[src/rtl/game_pkg.sv]
// rtl/game_pkg.sv - shared state encoding and constants for the Breakout game-flow controller
package game_pkg;

  typedef enum logic [2:0] {
    ST_ATTRACT = 3'd0,
    ST_SERVE   = 3'd1,
    ST_PLAY    = 3'd2,
    ST_OVER    = 3'd3,
    ST_WIN     = 3'd4
  } game_state_t;

  localparam int MAX_LIVES           = 7;
  localparam int CLK_HZ              = 50000000;
  localparam int DEFAULT_SERVE_DELAY = CLK_HZ;

  // Saturating life increment used when a cleared board awards an extra life.
  function automatic logic [2:0] lives_inc(input logic [2:0] lives);
    return (lives >= 3'(MAX_LIVES)) ? lives : lives + 3'd1;
  endfunction

endpackage

[src/rtl/game_flow_ctrl_rise_detect.sv]
// rtl/game_flow_ctrl_rise_detect.sv - registered 1-bit rising-edge detector
module rise_detect (
  input  logic clk,
  input  logic rst,
  input  logic sig_i,
  output logic rise_o
);

  logic prev_q;
  logic rise_q;

  always_ff @(posedge clk or posedge rst) begin
    if (rst) begin
      prev_q <= 1'b0;
      rise_q <= 1'b0;
    end else begin
      prev_q <= sig_i;
      rise_q <= sig_i & ~prev_q;
    end
  end

  assign rise_o = rise_q;

endmodule

[src/rtl/game_flow_ctrl.sv]
// rtl/game_flow_ctrl.sv - Breakout game-flow FSM: lives, serve timing, game-over handshake
// Optional macro EXTRA_LIFE_EN: a cleared board starts the next level with one extra life instead of WIN.
module game_flow_ctrl
  import game_pkg::*;
#(
  parameter int NUM_LIVES   = 3,
  parameter int SERVE_DELAY = DEFAULT_SERVE_DELAY,
  parameter int CNT_W       = $clog2(SERVE_DELAY + 1)
) (
  input  logic       clk,
  input  logic       reset,
  input  logic       start_btn,
  input  logic       ball_lost,
  input  logic       bricks_cleared,
  input  logic       game_over_complete,
  output logic       trigger_game_over,
  output logic       serve_ball,
  output logic       ball_active,
  output logic       game_reset,
  output logic [2:0] lives_left,
  output logic [2:0] game_state
);

  localparam logic [2:0] S_ATTRACT = ST_ATTRACT;
  localparam logic [2:0] S_SERVE   = ST_SERVE;
  localparam logic [2:0] S_PLAY    = ST_PLAY;
  localparam logic [2:0] S_OVER    = ST_OVER;
  localparam logic [2:0] S_WIN     = ST_WIN;

  localparam logic [2:0]       LIVES_INIT = 3'(NUM_LIVES);
  localparam logic [CNT_W-1:0] CNT_LAST   = CNT_W'(SERVE_DELAY - 1);

  logic start_rise;
  logic bricks_rise;

  rise_detect u_start_rise (
    .clk    (clk),
    .rst    (reset),
    .sig_i  (start_btn),
    .rise_o (start_rise)
  );

  rise_detect u_bricks_rise (
    .clk    (clk),
    .rst    (reset),
    .sig_i  (bricks_cleared),
    .rise_o (bricks_rise)
  );

  logic [2:0]       state_q, state_d;
  logic [2:0]       lives_q, lives_d;
  logic [CNT_W-1:0] cnt_q, cnt_d;
  logic             active_q, active_d;
  logic             serve_q, serve_d;
  logic             trig_q, trig_d;
  logic             greset_q, greset_d;

  always_comb begin
    state_d  = state_q;
    lives_d  = lives_q;
    cnt_d    = cnt_q;
    active_d = active_q;
    serve_d  = 1'b0;
    trig_d   = 1'b0;
    greset_d = 1'b0;
    case (state_q)
      S_ATTRACT: begin
        if (start_rise) begin
          greset_d = 1'b1;
          lives_d  = LIVES_INIT;
          cnt_d    = '0;
          state_d  = S_SERVE;
        end
      end
      S_SERVE: begin
        cnt_d = cnt_q + CNT_W'(1);
        if (cnt_q == CNT_LAST) begin
          state_d  = S_PLAY;
          serve_d  = 1'b1;
          active_d = 1'b1;
        end
      end
      S_PLAY: begin
        active_d = 1'b1;
        // A board clear outranks a lost ball arriving on the same edge.
        if (bricks_rise) begin
          active_d = 1'b0;
          cnt_d    = '0;
`ifdef EXTRA_LIFE_EN
          greset_d = 1'b1;
          lives_d  = lives_inc(lives_q);
          state_d  = S_SERVE;
`else
          state_d  = S_WIN;
`endif
        end else if (ball_lost) begin
          active_d = 1'b0;
          if (lives_q > 3'd1) begin
            lives_d = lives_q - 3'd1;
            cnt_d   = '0;
            state_d = S_SERVE;
          end else begin
            lives_d = 3'd0;
            trig_d  = 1'b1;
            state_d = S_OVER;
          end
        end
      end
      S_OVER: begin
        if (game_over_complete) begin
          greset_d = 1'b1;
          state_d  = S_ATTRACT;
        end
      end
      S_WIN: begin
        cnt_d = cnt_q + CNT_W'(1);
        if (cnt_q == CNT_LAST) begin
          greset_d = 1'b1;
          lives_d  = LIVES_INIT;
          state_d  = S_ATTRACT;
        end
      end
      default: begin
        state_d  = S_ATTRACT;
        active_d = 1'b0;
      end
    endcase
  end

  always_ff @(posedge clk or posedge reset) begin
    if (reset) begin
      state_q  <= S_ATTRACT;
      lives_q  <= LIVES_INIT;
      cnt_q    <= '0;
      active_q <= 1'b0;
      serve_q  <= 1'b0;
      trig_q   <= 1'b0;
      greset_q <= 1'b0;
    end else begin
      state_q  <= state_d;
      lives_q  <= lives_d;
      cnt_q    <= cnt_d;
      active_q <= active_d;
      serve_q  <= serve_d;
      trig_q   <= trig_d;
      greset_q <= greset_d;
    end
  end

  always @(posedge clk) begin
    if (!reset && state_q == S_PLAY && ball_lost && !bricks_rise) begin
      assert (lives_q != 3'd0);
    end
  end

  assign trigger_game_over = trig_q;
  assign serve_ball        = serve_q;
  assign ball_active       = active_q;
  assign game_reset        = greset_q;
  assign lives_left        = lives_q;
  assign game_state        = state_q;

endmodule
[config.mk]
export PLATFORM = sky130hd
export DESIGN_NAME = game_flow_ctrl
export DESIGN_NICKNAME = d
export VERILOG_FILES = /design/src/rtl/game_pkg.sv /design/src/rtl/game_flow_ctrl_rise_detect.sv /design/src/rtl/game_flow_ctrl.sv
export SDC_FILE = /design/constraint.sdc
export NUM_CORES = 1
export LEC_CHECK = 0
export ABC_CLOCK_PERIOD_IN_PS = 2930
export BUFFER_PORTS_ARGS = -buffer_cell sky130_fd_sc_hd__buf_2
export CORE_ASPECT_RATIO = 0.5
export CORE_MARGIN = 2
export CORE_UTILIZATION = 59
export CTS_CLUSTER_SIZE = 40
export DETAILED_ROUTE_END_ITERATION = 8
export GPL_TIMING_DRIVEN = 0
export PLACE_DENSITY = 0.78
export SYNTH_ARGS = -nofsm -noshare
export SYNTH_HDL_FRONTEND = slang
export SYNTH_SLANG_ARGS = --single-unit
[constraint.sdc]
create_clock -name clk -period 2.93 [get_ports clk]
set_clock_uncertainty 0.15 [all_clocks]
set_input_delay 0.879 -clock clk [delete_from_list [all_inputs] [get_ports clk]]
set_output_delay 0.879 -clock clk [all_outputs]
set_load 0.1 [all_outputs]
==> results of run 1 <==
state kept, by name, summed over array words and instances (netlist names):
register and cells:
game_reset 1, u_bricks_rise.rise_o 1, ball_active 1, u_start_rise.rise_o 1
lives_left 3, trigger_game_over 1, serve_ball 1, cnt_q 26
u_start_rise.prev_q 1, game_state 3, u_bricks_rise.prev_q 1
through the flow:
| stage | area (um^2) | power [mW] | setup slack [ns] | util [%] |
|---|---|---|---|---|
| after CTS | 2506 | 1.896 | 0.2773 | 71.41 |
| after floorplan | 2208 | 1.136 | 0.1781 | - |
| after global placement | 2347 | 1.254 | 0.04416 | 66.88 |
| after global routing | 2506 | 1.990 | 0.1461 | 71.41 |
| final | 2506 | 1.904 | 0.2351 | 71.41 |
| after detailed placement | 2347 | 1.270 | 0.04352 | 66.88 |
logic make-up after synthesis:
family,Yosys count,share of synthesized area [%]
muxes,2,0.9632
and+or+nand+nor,107,27.03
xor gates and xnor gates,5,1.983
buffers and inverters,18,3.569
adders and majority gates,3,1.700
DFF,40,45.44
AOI/OAI and AO/OA,67,19.32
synth_stat cells (4+ instances only):
library cell / instances
nor3_1: 5
nand4_1: 9
inv_1: 7
or4_1: 4
nor4_1: 8
or3_1: 10
dfrtp_1: 38
nand3_1: 9
nand2_1: 21
a21oi_1: 16
clkbuf_1: 5
o21ai_0: 15
nor2_1: 19
xor2_1: 5
o21ai_1: 4
o21a_1: 4
o31ai_1: 6
o211ai_1: 4
layer usage:
layer | wire [um] | global-route usage (%)
met2 | 2330 | 43.28
met5 | 0 | 0
met4 | 42 | 7.692
met3 | 378 | 6.581
met1 | 2371 | 35.85
worst register-to-register path: stages, from the launching register on:
cell	delay, ns
dfstp_2	0.59
ha_1	0.16
o21bai_1	0.12
or4b_4	0.53
o21ai_1	0.19
buf_2	0.27
buf_2	0.26
o21ai_0	0.12
o41ai_1	0.08
power by group through the flow:
| stage | combinational (mW) | clock [mW] | sequential [mW] |
|---|---|---|---|
| after floorplan | 0.304 | 0 | 0.831 |
| after global placement | 0.554 | 0 | 0.700 |
| after detailed placement | 0.564 | 0 | 0.706 |
| after CTS | 0.568 | 0.632 | 0.696 |
| after global routing | 0.629 | 0.650 | 0.711 |
| final | 0.574 | 0.632 | 0.698 |
area by class of cell:
type | instances | area (um^2) | share of cell area (%)
well taps | 51 | 63.81 | 2.546
multi-input cells | 184 | 1126 | 44.93
flip-flops and latches | 40 | 1003 | 40.04
repair buffers | 15 | 75.07 | 2.996
clock buffers | 5 | 68.82 | 2.746
inverters | 8 | 30.03 | 1.198
plain buffers | 10 | 48.80 | 1.947
clock inverters | 3 | 90.09 | 3.595
worst max path at each step:
stage                        startpoint  endpoint  slack [ns]  cells after the start
after floorplan           lives_left[0]  cnt_q[3]        0.18                      7
after global placement        ball_lost  cnt_q[8]        0.04                      7
after detailed placement      ball_lost  cnt_q[8]        0.04                      7
after CTS                     ball_lost  cnt_q[8]        0.28                      7
after global routing      lives_left[0]  cnt_q[7]        0.15                      8
final                         ball_lost  cnt_q[8]        0.24                      7
==> results.md, run 1 <==
* All-Layer GR Usage at 26.30%
* Clock transition at the registers of the reported paths at 0.09 ns
* Largest net degree at the start of global routing at 41
* Vert. Die Dim at 47.26 um
* Yosys reg bits at 40
* Hold Crit Endpoint: u_start_rise.rise_o
* Vias post-DR at 2,025
* Critical Path Source Type: input port
* Dpl hpwl at 3.550 mm
* Async S/R FF share, synth at 100.0%
* Clock power frac at 33.2%
* Seq pwr share at 36.7%
* Synthesis-to-finish area growth at 13.48%
* Hold bufs inserted after CTS at 0
* Initial Util at 62.92%
* Yosys cell types at 54
* Clock buffer depth at 2
* Crit path max-delay family: compound AO/OA/AOI/OAI gates
* RSZ-0062 raised after global routing: false
* Post-CTS Setup Repair Bufs at 0
* Cell row count at 15
* Setup TNS at 0 ns
* Reg2reg path depth at 8
* CP max-delay cell: a2111oi_0
* P_sw at 705.3 uW
* Ratio of cells with drive above 1 in the final layout at 13.58%
* DRT iter0 DRCs at 115
* Worst vdd ir at 0.0007400 V
* Hold_sp: u_start_rise.prev_q
* Most used cell, CP: nor2_1
* Worst Hold Class: reg2reg
* Int Pwr at 1.199 mW
* Setup violators final at 0
* Vias/cell at 6.408
* EDFF count, synth at 0
* Worst Path Arrival at 2.72 ns
* Fin crit period at 2.695 ns
* Maxcap violations at 0
* Ranking of synthesized cells by area: dfrtp_1, a21oi_1, nand2_1
* Count of pins over their slew limit at 0
* Root buf cell: clkbuf_8
* Gate power share at 30.1%
* Critical R2R Launch: lives_left[0]
* Crit path largest cell delay at 0.75 ns
* Crit Path Max Fanout at 10
* Fraction of the cycle the final worst path needs at 91.98%
* CTS buffer count at 5
* Initial antenna violation count at 0
* Vias in the first global route at 1,783
* Mapped Area at 2208 um^2
* DRC at 0
* CTS tree: yes
* Post-synthesis instance total at 242
* Yosys top cell area share at 43.06%
* I/O pin count at 16
* # H-tree levels at 2
* Syn_nets at 251
* FF-to-FF setup slack at 0.33 ns
* Final Instance Count excl. Fillers at 316
* Most frequent cells in the layout: dfrtp_1, nand2_1, nor2_1
* First drt pass iteration count at 4
* Outcome: finished clean
* Hold-critical path depth at 1
* Critical path buffers and inverters at 3
* Post_cts resized at 0
* Cell taking the most area after synthesis: dfrtp_1
* WP data required at 2.95 ns
* WL/cell at 16.21 um
* RR Endpoint: cnt_q[7]
* Routed wire length at 5.123 mm
* Critical Path, Cell by Cell: buf_2, nor2_1, a2111oi_0, and2_4, buf_6, clkbuf_1, nor2_1
* Commonest non-fill, non-tap cell in the layout: dfrtp_1
* Ys Warns at 0
* Kind of critical path: in2reg
* Die ar. at 4278 um^2
* Clk sinks at 40
* Mean Syn Cell Area at 9.125 um^2
* Fill cell count at 274
* Die Wd at 90.52 um
* Global-route wire length before repair at 8.597 mm
* Leakage at 1.061 nW
* RePlAce Congestion at 0.8800
* Slew Limit Headroom at 44.05%
* Fmax at 371.1 MHz
* Nature of the critical path endpoint: register
* # nets final at 273
* Main synth FF type: dfrtp_1
* Worst-Margin Slew at 0.8380 ns
* Worst hold margin at 0.2500 ns
* GRT overflow at 0
* PortBufs at 15
* Seq/Total Area, Yosys at 45.44%
* Latest clock arrival within the worst-skew pair at 0.30 ns
* Cells after DPL at 308
* Pwr Density at 759.8 nW/um^2
* Switching share of total power at 37.04%
* Fin. Hold Viols at 0
* Inserted Diodes at 0
* Core area at 3510 um^2
* ANT nets after route at 0
No activity file was read; power rests on OpenSTA's default activity.
==> inputs of run 2 (changes only) <==
--- a/config.mk
+++ b/config.mk
@@ -5,15 +5,17 @@
 export SDC_FILE = /design/constraint.sdc
 export NUM_CORES = 1
 export LEC_CHECK = 0
+export ABC_AREA = 1
 export ABC_CLOCK_PERIOD_IN_PS = 2930
 export BUFFER_PORTS_ARGS = -buffer_cell sky130_fd_sc_hd__buf_2
 export CORE_ASPECT_RATIO = 0.5
 export CORE_MARGIN = 2
-export CORE_UTILIZATION = 59
+export CORE_UTILIZATION = 60
+export CTS_BUF_LIST = sky130_fd_sc_hd__clkbuf_8
 export CTS_CLUSTER_SIZE = 40
 export DETAILED_ROUTE_END_ITERATION = 8
 export GPL_TIMING_DRIVEN = 0
-export PLACE_DENSITY = 0.78
+export PLACE_DENSITY = 0.79
 export SYNTH_ARGS = -nofsm -noshare
 export SYNTH_HDL_FRONTEND = slang
 export SYNTH_SLANG_ARGS = --single-unit
==> results.md, run 2 <==
* Vias in the first global route at 2,236 (+25%)
* Yosys cell types at 28 (-48%)
* Outcome: finished clean
* Cell row count at 16 (+1)
* Critical R2R Launch: cnt_q[0]
* Die ar. at 4757 um^2 (+11%)
* Top reg by flops: cnt_q
* Fraction of the cycle the final worst path needs at 79.81% (-12 points)
* Hold_sp: u_bricks_rise.prev_q
* Pwr Density at 833.2 nW/um^2 (+9.7%)
* Root buf cell: clkbuf_8
* Reg2reg path depth at 10 (+2)
* Critical Path, Cell by Cell: buf_2
* Finished Cell Area at 2774 um^2 (+11%)
* Mux share of post-synthesis cell area at 0% (-0.96 points)
* CTS buffer count at 5 (unchanged)
* Most frequent cells in the layout: nand2_1, nor2_1, nand3_1
* Initial Util at 63.45% (+0.52 points)
* Post-DP Area at 2658 um^2 (+13%)
* Core area at 3964 um^2 (+13%)
* Fin. Hold Viols at 0 (unchanged)
* RePlAce Congestion at 0.9475 (+7.7%)
* CTS tree: yes
* RR Endpoint: game_state[0]
* Vert. Die Dim at 49.78 um (+5.3%)
* Hold Crit Endpoint: u_bricks_rise.rise_o
* Main combinational cell family by area after synthesis: simple AND/OR/NAND/NOR gates
* Async S/R FF share, synth at 100.0% (unchanged)
* CP max-delay cell: dfstp_2
* DRT iter0 DRCs at 126 (+9.6%)
* Main synth FF type: dfrtp_1
* Place WS at 0.9198 ns (+0.8763 ns)
* Yosys reg bits at 40 (unchanged)
* Leakage at 1.485 nW (+40%)
* Setup violators final at 0 (unchanged)
* Post-synthesis instance total at 380 (+57%)
* Nature of the critical path endpoint: output port
* All-Layer GR Usage at 26.84% (+0.53 points)
* PortBufs at 15 (unchanged)
* Yosys top cell area share at 37.81% (-5.2 points)
* Fmax at 427.6 MHz (+15%)
* Worst Path Arrival at 1.31 ns (-1.41 ns)
* Kind of critical path: reg2out
* First drt pass iteration count at 6 (+2)
* WL/cell at 12.44 um (-23%)
* Count leader, synth: nand2_1
* Crit path largest cell delay at 0.57 ns (-0.18 ns)
* Hold bufs inserted after CTS at 0 (unchanged)
* Fin crit period at 2.338 ns (-0.3565 ns)
* Post-Synth Adder-Cell Area at 1.493% (-0.21 points)
* Maxcap violations at 0 (unchanged)
* Fin worst setup slack at 0.5916 ns (+0.3565 ns)
* Top cells by count, synth: nand2_1, nor2_1, nand3_1
* GRT overflow at 0 (unchanged)
* Worst hold margin at 0.2499 ns (-0.0001510 ns)
* Mapped Area at 2515 um^2 (+14%)
* WP data required at 1.90 ns (-1.05 ns)
* Worst-Margin Slew at 0.8296 ns (-0.008375 ns)
* Cells after DPL at 449 (+46%)
* Simple-gate share of the synthesized area at 48.86% (+22 points)
* Synth Area in XOR/XNOR at 1.045% (-0.94 points)
* Post_cts resized at 0 (unchanged)
* Slew Limit Headroom at 44.61% (+0.56 points)
* Clock transition at the registers of the reported paths at 0.08 ns (about the same)
* Final Instance Count excl. Fillers at 457 (+45%)
* Max FFs per register at 26 (unchanged)
* Latest clock arrival within the worst-skew pair at 0.31 ns (about the same)
* Clk sinks at 40 (unchanged)
* Ys Warns at 0 (unchanged)
* Die Wd at 95.56 um (+5.6%)
* Worst vdd ir at 0.0003903 V (-47%)
* Worst Hold Class: reg2reg
* Critical Path Source Type: register
* ANT nets after route at 0 (unchanged)
* Synth Area in Compound Gates at 1.592% (-18 points)
* Critical path buffers and inverters at 1 (-2)
* I/O pin count at 16 (unchanged)
* RSZ-0062 raised after global routing: false
* Setup TNS at 0 ns (unchanged)
* Syn_nets at 389 (+55%)
* Initial antenna violation count at 0 (unchanged)
* Dpl hpwl at 4.352 mm (+23%)
* Inserted Diodes at 0 (unchanged)
* Worst Setup SP: lives_left[0]
* # H-tree levels at 2 (unchanged)
* Seq/Total Area, Yosys at 39.90% (-5.5 points)
* Mean Syn Cell Area at 6.618 um^2 (-27%)
* Cell taking the most area after synthesis: dfrtp_1
* Clock buffer depth at 2 (unchanged)
* Post-CTS Setup Repair Bufs at 0 (unchanged)
* Vias post-DR at 2,430 (+20%)
* # nets final at 411 (+51%)
* Crit path max-delay family: flip-flops
* Crit Path Max Fanout at 5 (-5)
* Synthesis-to-finish area growth at 10.30%
* Routed wire length at 5.687 mm (+11%)
* Largest net degree at the start of global routing at 41 (unchanged)
* DRC at 0 (unchanged)
* Global-route wire length before repair at 9.777 mm (+14%)
* Count of pins over their slew limit at 0 (unchanged)
* Ratio of cells with drive above 1 in the final layout at 14.39% (+0.81 points)
* FF-to-FF setup slack at 0.97 ns (+0.64 ns)
* Ranking of synthesized cells by area: dfrtp_1, nand2_1, nand3_1
* Hold-critical path depth at 1 (unchanged)
* EDFF count, synth at 0 (unchanged)
* Vias/cell at 5.317 (-17%)
* Commonest non-fill, non-tap cell in the layout: nand2_1
-- run 2: cell types whose count changed after synthesis, moves of 5 or more --
cell and change:
a21oi_1 -15, or3_1 -10, nor4_1 -8, nand4_1 -8, clkbuf_1 -5, nand3_1 +32
nand2_2 +5, or2_2 +11, o21ai_0 -12, nor2_1 +35, nand2_1 +141, inv_1 +28
o31ai_1 -6
-- run 2: cells by family after synthesis --
kind of cell	after synthesis
AOI/OAI and AO/OA	7
xor gates and xnor gates	3
adders and majority gates	3
buffers and inverters	43
DFF	40
and+or+nand+nor	284
-- run 2: cell type report --
class                      count  area, um^2
buffer                         4       32.53
sequential                    40        1003
tap                           54       67.56
clock buffer                   5       68.82
multi-input combinational    297        1333
fill                         328        1190
clock inverter                 3       47.55
timing repair buffer          15       75.07
inverter                      39       146.4
-- run 2: metal layers --
metal	GRT usage, %	vias to the layer above	share of wire (%)	wire length [um]
met3	6.269	19	6.7	379
li1	-	1213	-	-
met2	43.12	71	46	2591
met5	0	-	0	0
met4	10.71	0	2.6	146
met1	35.16	1127	45	2570
-- run 2: per-stage QoR --
stage          utilization [%]  total power [mW]
5_1_grt                  69.98             2.460
3_5_place_dp             67.05             1.853
3_3_place_gp             67.05             1.803
4_1_cts                  69.98             2.323
2_1_floorplan                -             1.613
6_report                 69.98             2.311
-- run 2: power breakdown --
group / internal (mW) / switching, mW / leakage (nW)
clock: 0.257 / 0.215 / 0.0583
combinational: 0.277 / 0.853 / 0.889
sequential: 0.634 / 0.0749 / 0.537
-- run 2: how the worst max path moves through the flow --
stage	to	cells past startpoint
2_1_floorplan	cnt_q[2]	9
3_3_place_gp	cnt_q[18]	2
3_5_place_dp	lives_left[0]	1
4_1_cts	lives_left[0]	1
6_report	lives_left[0]	1
5_1_grt	lives_left[0]	1
==> inputs of run 3 (changes only) <==
--- a/config.mk
+++ b/config.mk
@@ -5,8 +5,8 @@
 export SDC_FILE = /design/constraint.sdc
 export NUM_CORES = 1
 export LEC_CHECK = 0
-export ABC_AREA = 1
-export ABC_CLOCK_PERIOD_IN_PS = 2930
+export ABC_AREA = 0
+export ABC_CLOCK_PERIOD_IN_PS = 2300
 export BUFFER_PORTS_ARGS = -buffer_cell sky130_fd_sc_hd__buf_2
 export CORE_ASPECT_RATIO = 0.5
 export CORE_MARGIN = 2
==> constraint.sdc (replaced) <==
create_clock -name clk -period 2.3 [get_ports clk]
set_clock_uncertainty 0.15 [all_clocks]
set_input_delay 0.69 -clock clk [delete_from_list [all_inputs] [get_ports clk]]
set_output_delay 0.69 -clock clk [all_outputs]
set_load 0.1 [all_outputs]
==> results.md, run 3 (same netlist as run 1, synthesis figures left out) <==
* Fin crit period at 2.298 ns
* M2 GR Usage at 42.73% (-0.40 points)
* CTS tree: yes
* Multi-input logic area at 1215 um^2 (-8.8%)
* Initial Util at 63.60% (+0.16 points)
* Clock transition at the registers of the reported paths at 0.08 ns (about the same)
* Grt met1 use at 32.93% (-2.2 points)
* Fin. Hold Viols at 0 (unchanged)
* Root buf cell: clkbuf_8
* Kind of critical path: reg2reg
* DRT iter0 DRCs at 254 (+100%)
* Die Wd at 89.80 um (-6.0%)
* Worst hold margin at 0.2469 ns (-0.002976 ns)
* Fill cell count at 251 (-23%)
* Clk sinks at 40 (unchanged)
* Hold bufs inserted after CTS at 0 (unchanged)
* Crit Path Max Fanout at 5 (unchanged)
* Vias post-DR at 2,029 (-17%)
* Global-route wire length before repair at 7.935 mm (-19%)
* Inserted Diodes at 0 (unchanged)
* Switching share of total power at 42.11% (-7.4 points)
* Most frequent cells in the layout: dfrtp_1, nand2_1, nor2_1
* Initial antenna violation count at 0 (unchanged)
* GRT overflow at 0 (unchanged)
* Vert. Die Dim at 46.90 um (-5.8%)
* Routing usage on met3 at 5.618% (-0.65 points)
* Worst Path Arrival at 2.39 ns (+1.08 ns)
* Routed wire length at 5.184 mm (-8.8%)
* Critical Path, Cell by Cell: ha_4, o21bai_4, or4b_4, and2_4, or4_4, nand2_1
* WL/cell at 16.25 um (+31%)
* Grt peak-use layer: met2
* Outcome: finished clean
* ANT nets after route at 0 (unchanged)
* PortBufs at 15 (unchanged)
* Clock buffer depth at 2 (unchanged)
* Worst-Margin Slew at 0.8269 ns (-0.002731 ns)
* RR Endpoint: cnt_q[3]
* RSZ-0062 raised after global routing: true
* Die ar. at 4211 um^2 (-11%)
* Critical R2R Launch: lives_left[0]
* Worst Hold Class: reg2reg
* I/O pin count at 16 (unchanged)
* All-Layer GR Usage at 24.73% (-2.1 points)
* Fin worst setup slack at 0.002233 ns (-0.5894 ns)
* Place WS at -0.2496 ns (-1.169 ns)
* Fraction of the cycle the final worst path needs at 99.90%
* Gate power share at 38.3% (-11 points)
* Critical Path Source Type: register
* Latest clock arrival within the worst-skew pair at 0.30 ns (about the same)
* Int Pwr at 1.254 mW (+7.4%)
* Post-DP Area at 2384 um^2 (-10%)
* Cell row count at 15 (-1)
* Reg area at 1015 um^2 (+1.1%)
* Setup violators final at 0 (unchanged)
* Largest net degree at the start of global routing at 41 (unchanged)
* # nets final at 277 (-33%)
* Max FFs per register at 26 (unchanged)
* Reg2reg path depth at 6 (-4)
* Count of pins over their slew limit at 0 (unchanged)
* Core area at 3472 um^2 (-12%)
* Crit path largest cell delay at 0.63 ns (+0.06 ns)
* Synthesis-to-finish area growth at 16.94%
* RePlAce Congestion at 0.8721 (-8.0%)
* Slew Limit Headroom at 44.79% (+0.18 points)
* Finished Cell Area at 2582 um^2 (-6.9%)
* Leakage at 1.075 nW (-28%)
* FF-to-FF setup slack at 0.002 ns (-0.97 ns)
* Nature of the critical path endpoint: register
* Hold-critical path depth at 1 (unchanged)
* P_sw at 912.2 uW (-20%)
* DRC at 0 (unchanged)
* Final core area utilization at 74.38% (+4.4 points)
* Fmax at 435.2 MHz
* Vias in the first global route at 1,653 (-26%)
* Hold_sp: u_start_rise.prev_q
* Commonest non-fill, non-tap cell in the layout: dfrtp_1
* Clock power frac at 20.2% (-0.2 points)
* Vias/cell at 6.361 (+20%)
* Hold Crit Endpoint: u_start_rise.rise_o
* Dpl hpwl at 3.433 mm (-21%)
* CP max-delay cell: dfstp_4
* Top reg by flops: cnt_q
* WP data required at 2.39 ns (+0.49 ns)
* CTS buffer count at 5 (unchanged)
* Ratio of cells with drive above 1 in the final layout at 19.78% (+5.4 points)
* Maxcap violations at 0 (unchanged)
* Worst vdd ir at 0.0007871 V (+100%)
* # H-tree levels at 2 (unchanged)
* Seq pwr share at 41.4% (+11 points)
* First drt pass iteration count at 5 (-1)
* Pwr Density at 838.8 nW/um^2 (+0.67%)
## run 3: cell count changes in the layout (fill, tap and decap cells not counted), moves of 8 or more
cell     delta
nor2_1     -35
nand3_1    -32
nand4_1     +8
inv_1      -27
a21oi_1    +14
nand2_1   -141
o21ai_0    +10
or3_1      +10
or2_2      -11
## run 3: power groups by stage
stage               sequential (mW)  clock, mW  combinational (mW)
floorplan                      1.07          0               0.400
finish                        0.898      0.438               0.830
CTS                           0.886      0.445               0.771
global placement              0.897          0               0.721
detailed placement            0.901          0               0.737
global route                  0.909      0.466               0.888
## run 3: layer usage
metal	share of wire [%]	wire [um]
met3	7.6	394
met5	0	0
met2	46	2389
met4	1.3	66
met1	45	2332
## run 3: through the flow
| stage | total power [mW] | setup TNS [ns] | std cells |
|---|---|---|---|
| final | 2.166 | 0 | 319 |
| after global routing | 2.263 | -0.1884 | 319 |
| after detailed placement | 1.638 | -4.773 | 308 |
| after floorplan | 1.466 | -2.024 | 242 |
| after CTS | 2.102 | -0.02869 | 318 |
| after global placement | 1.618 | -3.508 | 308 |
## run 3: worst max-delay path by stage
stage / start / endpoint / slack, ns / cells past startpoint
3_5_place_dp: lives_left[0] / cnt_q[7] / -0.25 / 8
2_1_floorplan: lives_left[0] / cnt_q[3] / -0.30 / 7
3_3_place_gp: lives_left[0] / cnt_q[7] / -0.21 / 8
6_report: lives_left[0] / cnt_q[3] / 0.002 / 6
5_1_grt: lives_left[0] / cnt_q[3] / -0.05 / 6
4_1_cts: lives_left[0] / cnt_q[3] / -0.01 / 6
## run 3: what timing repair did
item / CTS / global route
gates resized for setup: 6 / 16
setup endpoints to repair: 21 / 26
buffers inserted: 4 / 1
pin swaps: 1 / 6
## run 3: cell type report
class                           count  area share (%)
Clock buffer                        5           2.665
Inverter                            8           1.260
Buffer                              9           2.519
Multi-Input combinational cell    184           47.04
Clock inverter                      2          0.2907
Timing Repair Buffer               20           4.457
Tap cell                           51           2.471
Sequential cell                    40           39.29
## run 3: worst max-delay path: cells and delay by family (launching register included)
| family | cells | cell delay [ns] |
|---|---|---|
| flip-flops | 1 | 0.63 |
| adder cells (fa/ha/maj) | 1 | 0.11 |
| AND/OR/NAND/NOR | 4 | 1.25 |
| AO/OA/AOI/OAI | 1 | 0.11 |
